--- src/rtl/duty_step_ctrl.sv ---
// Duty-cycle step sequencer: button edges to single/auto-repeat steps, with the shadow duty committed at PWM period boundaries.
// Optional feature macro DUTY_WRAP_EN: duty wraps at the bounds instead of saturating.
module duty_step_ctrl #(
    parameter int MAX_DUTY   = 100,
    parameter int HOLD_DLY   = 50_000_000,
    parameter int REPEAT_INT = 10_000_000,
    parameter int INIT_DUTY  = 50
) (
    input  logic       sys_clk,
    input  logic       sys_rst_n,
    input  logic       db_up,
    input  logic       db_down,
    input  logic       period_end,
    output logic [6:0] duty,
    output logic [6:0] duty_shadow,
    output logic       pending,
    output logic       step_up,
    output logic       step_down
);

    localparam int TMR_MAX = (HOLD_DLY > REPEAT_INT) ? HOLD_DLY : REPEAT_INT;
    localparam int TMR_W   = (TMR_MAX > 1) ? $clog2(TMR_MAX) : 1;

    localparam logic [TMR_W-1:0] HOLD_LAST   = TMR_W'(HOLD_DLY - 1);
    localparam logic [TMR_W-1:0] REPEAT_LAST = TMR_W'(REPEAT_INT - 1);
    localparam logic [6:0]       MAX_D       = 7'(MAX_DUTY);
    localparam logic [6:0]       INIT_D      = 7'(INIT_DUTY);

    typedef enum logic [1:0] {
        IDLE,
        HOLD,
        REPEAT,
        LOCK
    } state_t;

    state_t           state, state_nxt;
    logic             db_up_q, db_down_q;
    logic             dir_up, dir_up_nxt;
    logic [TMR_W-1:0] timer, timer_nxt;
    logic             step_up_nxt, step_down_nxt;
    logic             rise_up, rise_down;
    logic             held, other_rise, tmr_last;
    logic [6:0]       shadow_inc, shadow_dec, shadow_nxt;
    logic             shadow_chg;

    assign rise_up   = db_up & ~db_up_q;
    assign rise_down = db_down & ~db_down_q;

    always_comb begin
        state_nxt     = state;
        dir_up_nxt    = dir_up;
        step_up_nxt   = 1'b0;
        step_down_nxt = 1'b0;
        held          = dir_up ? db_up : db_down;
        other_rise    = dir_up ? rise_down : rise_up;
        tmr_last      = (state == HOLD) ? (timer == HOLD_LAST) : (timer == REPEAT_LAST);

        case (state)
            IDLE: begin
                if (rise_up && rise_down) begin
                    state_nxt = LOCK;
                end else if (rise_up) begin
                    step_up_nxt = 1'b1;
                    dir_up_nxt  = 1'b1;
                    state_nxt   = HOLD;
                end else if (rise_down) begin
                    step_down_nxt = 1'b1;
                    dir_up_nxt    = 1'b0;
                    state_nxt     = HOLD;
                end
            end
            // Release wins over a conflicting press, which wins over a due repeat step
            HOLD, REPEAT: begin
                if (!held) begin
                    state_nxt = IDLE;
                end else if (other_rise) begin
                    state_nxt = LOCK;
                end else if (tmr_last) begin
                    step_up_nxt   = dir_up;
                    step_down_nxt = ~dir_up;
                    state_nxt     = REPEAT;
                end
            end
            LOCK: begin
                if (!db_up && !db_down) begin
                    state_nxt = IDLE;
                end
            end
            default: state_nxt = IDLE;
        endcase

        if ((state_nxt != state) || step_up_nxt || step_down_nxt) begin
            timer_nxt = '0;
        end else if ((state == HOLD) || (state == REPEAT)) begin
            timer_nxt = timer + 1'b1;
        end else begin
            timer_nxt = '0;
        end
    end

    always_comb begin
`ifdef DUTY_WRAP_EN
        shadow_inc = (duty_shadow >= MAX_D) ? 7'd0 : duty_shadow + 7'd1;
        shadow_dec = (duty_shadow == 7'd0) ? MAX_D : duty_shadow - 7'd1;
`else
        shadow_inc = (duty_shadow >= MAX_D) ? duty_shadow : duty_shadow + 7'd1;
        shadow_dec = (duty_shadow == 7'd0) ? duty_shadow : duty_shadow - 7'd1;
`endif
        shadow_nxt = duty_shadow;
        if (step_up_nxt) begin
            shadow_nxt = shadow_inc;
        end else if (step_down_nxt) begin
            shadow_nxt = shadow_dec;
        end
        shadow_chg = (shadow_nxt != duty_shadow);
    end

    // Commit takes the pre-step shadow; a changing step keeps pending set even on period_end
    always_ff @(posedge sys_clk or negedge sys_rst_n) begin
        if (!sys_rst_n) begin
            state       <= IDLE;
            dir_up      <= 1'b0;
            timer       <= '0;
            db_up_q     <= 1'b0;
            db_down_q   <= 1'b0;
            step_up     <= 1'b0;
            step_down   <= 1'b0;
            duty_shadow <= INIT_D;
            duty        <= INIT_D;
            pending     <= 1'b0;
        end else begin
            state       <= state_nxt;
            dir_up      <= dir_up_nxt;
            timer       <= timer_nxt;
            db_up_q     <= db_up;
            db_down_q   <= db_down;
            step_up     <= step_up_nxt;
            step_down   <= step_down_nxt;
            duty_shadow <= shadow_nxt;
            if (period_end) begin
                duty <= duty_shadow;
            end
            if (shadow_chg) begin
                pending <= 1'b1;
            end else if (period_end) begin
                pending <= 1'b0;
            end
        end
    end

endmodule

--- config.mk ---
export PLATFORM = sky130hd
export DESIGN_NAME = duty_step_ctrl
export DESIGN_NICKNAME = d
export VERILOG_FILES = /design/src/rtl/duty_step_ctrl.sv
export SDC_FILE = /design/constraint.sdc
export NUM_CORES = 1
export LEC_CHECK = 0
export BUFFER_PORTS_ARGS = -buffer_cell sky130_fd_sc_hd__buf_2
export CORE_ASPECT_RATIO = 1.4
export CORE_UTILIZATION = 54
export CTS_CLUSTER_DIAMETER = 150
export DETAILED_ROUTE_END_ITERATION = 8
export GPL_TIMING_DRIVEN = 0
export PLACE_DENSITY_LB_ADDON = 0.1
export SLEW_MARGIN = 20
export SYNTH_ARGS = -nofsm -noshare
export SYNTH_HDL_FRONTEND = slang
export SYNTH_SLANG_ARGS = --single-unit
--- constraint.sdc ---
create_clock -name sys_clk -period 2.43 [get_ports sys_clk]
set_input_delay 0.1215 -clock sys_clk [delete_from_list [all_inputs] [get_ports sys_clk]]
set_output_delay 0.1215 -clock sys_clk [all_outputs]
set_load 0.005 [all_outputs]
==> metrics.csv <==
metric;value;unit
outcome;finished with violations;
failing checks;negative setup slack;
Slew Viols, Final;0;
max incr delay on CP;0.56;ns
max frequency;0.409;GHz
area grow syn2layout;31.8;%
met3 wire length;203;um
CP arrival;2.62;ns
Slowest-stage cell, CP;or4b_4;
Tcrit/Tclk final;101;%
Syn Area/Cell;9.82;sq um
Syn Inst Count;298;
met1 WL;2920;um
CP Buf/Inv Count;4;
final wirelength;7580;um
Die ar.;5720;sq um
cell family with most CP delay;simple AND/OR/NAND/NOR gates;
RePlAce Congestion;0.904;
minimum clock period after layout;2.44;ns
LEAKAGE;1.54;nW
Warnings, synthesis;0;
Cell Rows;31;
wire length per cell;18.5;um
DP HPWL;4730;um
1st-iter DRT viols;210;
largest net degree at the start of global routing;49;
GRT Total Usage;26.7;%
Die Width;64.2;um
pwr dens;1070;nW/um^2
Pre-Repair DR Iteration Count;4;
Worst setup SP type;register;
ys flop type;dfrtp_1;
Hold Violations, Final;0;
core footprint;5200;sq um
Crit Path Max Fanout;6;
Synth async-reset ratio;100;%
Num CTS Buffers;5;
final net count;358;
hold crit path type;in -> reg;
post-synthesis sequential area ratio;41.3;%
worst hold margin;0.272;ns
setup slack after layout;-0.0137;ns
Post-DRT Antenna Nets;0;
ANT cells;0;
FF+latch count, synth;48;
Clock Skews;0.00827;ns
clk sink count;48;
number of synthesized flops with an enable pin;0;
FILL cells;385;
DRC;0;
vias in the first global route;2464;
first-pass GRT wire length;11800;um
remaining global-route overflow;0;
crit path capture type;register;
Worst Path Required;2.61;ns
clk buf depth;2;
crit-path cells;or4b_4, nor4_4, buf_4, buf_6, o2111ai_4, a21oi_2, or3b_1, buf_6, clkbuf_16, nor4_4;
crit path kind;reg -> reg;
Cell variety after synth;60;
Post-Layout Inst Area;3860;sq um
post-synthesis cell area;2930;sq um
most frequent cells in the layout;dfrtp_1, nand2_1, buf_2, buf_4, xor2_1;
Setup Viol. Count Final;10;
via count;2584;
I/O pin count;22;
# Max-Cap Violations;0;
share of layout cells above drive strength 1;38.7;%
RSZ-0062 raised after global routing;true;
Worst-path clk slew;0.09;ns
DR top layer;met4;
TritonCTS clock tree;yes;
die height;89.1;um
Initial Util;56.3;%
Root Driver;clkbuf_8;
Tightest Pin Transition;0.599;ns
DR vias/cell;6.30;
antenna violations before repair;0;
Synth Net Count;312;
peak supply drop;0.766;mV
htree depth;2;
Slew HR;60.1;%
most common cell after layout, fill and taps aside;dfrtp_1;
met2 WL;4290;um
Post-Place Cell Area;3110;sq um
worst slack, placed;-0.262;ns
Clk Latency, worst-skew pair;0.30;ns
number of I/O port buffers;20;
## what timing repair did
action                                  4_1_cts  5_1_grt
hold buffers                                  2        1
gates cloned                                  0        2
gates resized for setup                      19       77
pin swaps                                    10       25
setup buffers                                11        9
hold endpoints to repair                      2       42
endpoints found under the setup margin       32       33
## worst paths after layout
check	slack (ns)	start	end	cells past startpoint
max reg2reg	-0.01	timer[16]	timer[18]	10
max in group asynchronous	1.63	sys_rst_n	state[0]	2
min in group asynchronous	0.37	sys_rst_n	timer[15]	2
min reg2reg	0.48	pending	pending	1
min	0.27	period_end	pending	3
max	-0.01	timer[16]	timer[18]	10
## synth_stat cells (3+ instances only)
cell | instances | area share (%)
a211oi_1 | 3 | 0.77
nand4b_1 | 3 | 0.90
nand4_1 | 7 | 1.5
inv_1 | 14 | 1.8
xor2_1 | 16 | 4.8
nor2_1 | 9 | 1.2
dfstp_2 | 6 | 5.4
mux2_2 | 8 | 3.1
buf_6 | 4 | 1.5
clkbuf_1 | 9 | 1.2
nor4_1 | 31 | 6.6
ha_1 | 9 | 3.8
a31oi_1 | 5 | 1.1
and4_1 | 3 | 0.90
nor2b_1 | 4 | 0.86
dfrtp_1 | 42 | 36
xnor2_1 | 9 | 2.7
buf_2 | 5 | 0.86
and3_1 | 9 | 1.9
nor3_1 | 7 | 1.2
nand3_1 | 10 | 1.7
and2_1 | 3 | 0.64
o21ai_0 | 10 | 1.7
nand2_1 | 22 | 2.8
a21oi_1 | 9 | 1.5
## per-layer routing
layer	GRT usage [%]	vias to the layer above
met5	0	-
met4	10.3	0
met3	3.19	13
met2	50.5	60
met1	30.9	1311
li1	-	1200
## stage by stage
step / instances / utilization (%) / setup TNS [ns] / total power, mW
after floorplan: 298 / - / 0 / 2.14
after global placement: 384 / 59.8 / -6.65 / 2.55
after detailed placement: 384 / 59.8 / -6.27 / 2.55
after CTS: 402 / 64.8 / 0 / 3.18
after global routing: 410 / 74.2 / -2.16 / 4.36
final: 410 / 74.2 / -0.0590 / 4.14
## worst register-to-register path, delay by kind of cell, from the launching register on
family | cells | cell delay [ns]
and+or+nand+nor | 4 | 0.96
AOI/OAI and AO/OA | 2 | 0.31
buffers and inverters | 4 | 0.63
DFF | 1 | 0.42
## power breakdown
group	total, mW	internal [mW]	switching (mW)
clock network	0.458	0.196	0.262
registers	1.12	0.961	0.162
logic	2.56	1.07	1.49
total	4.14	2.23	1.91
## area by class of cell
class | instances | area [sq um] | area share, %
Sequential cell | 48 | 1210 | 31.4
Clock inverter | 1 | 5.00 | 0.130
Multi-Input combinational cell | 218 | 1970 | 51.0
Timing Repair Buffer | 45 | 344 | 8.92
Clock buffer | 6 | 72.6 | 1.88
Inverter | 14 | 55.1 | 1.43
Buffer | 12 | 118 | 3.05
Tap cell | 66 | 82.6 | 2.14
## flip-flops by register name, summed over array words and instances (netlist names)
signal	cells
db_down_q	1
db_up_q	1
dir_up	1
duty	7
duty_shadow	7
pending	1
state	2
step_down	1
step_up	1
timer	26
## kinds of logic (layout without fill, tap and decap cells)
group	count (synthesis)	count (layout)	synth area share, %
buf+inv	32	78	5.35
fa+ha+maj	9	9	3.85
xor+xnor	25	25	7.49
flops	48	48	41.3
simple gates	122	122	24.9
mux	9	9	3.42
compound gates	53	53	13.6
No activity file was read; power rests on OpenSTA's default activity.
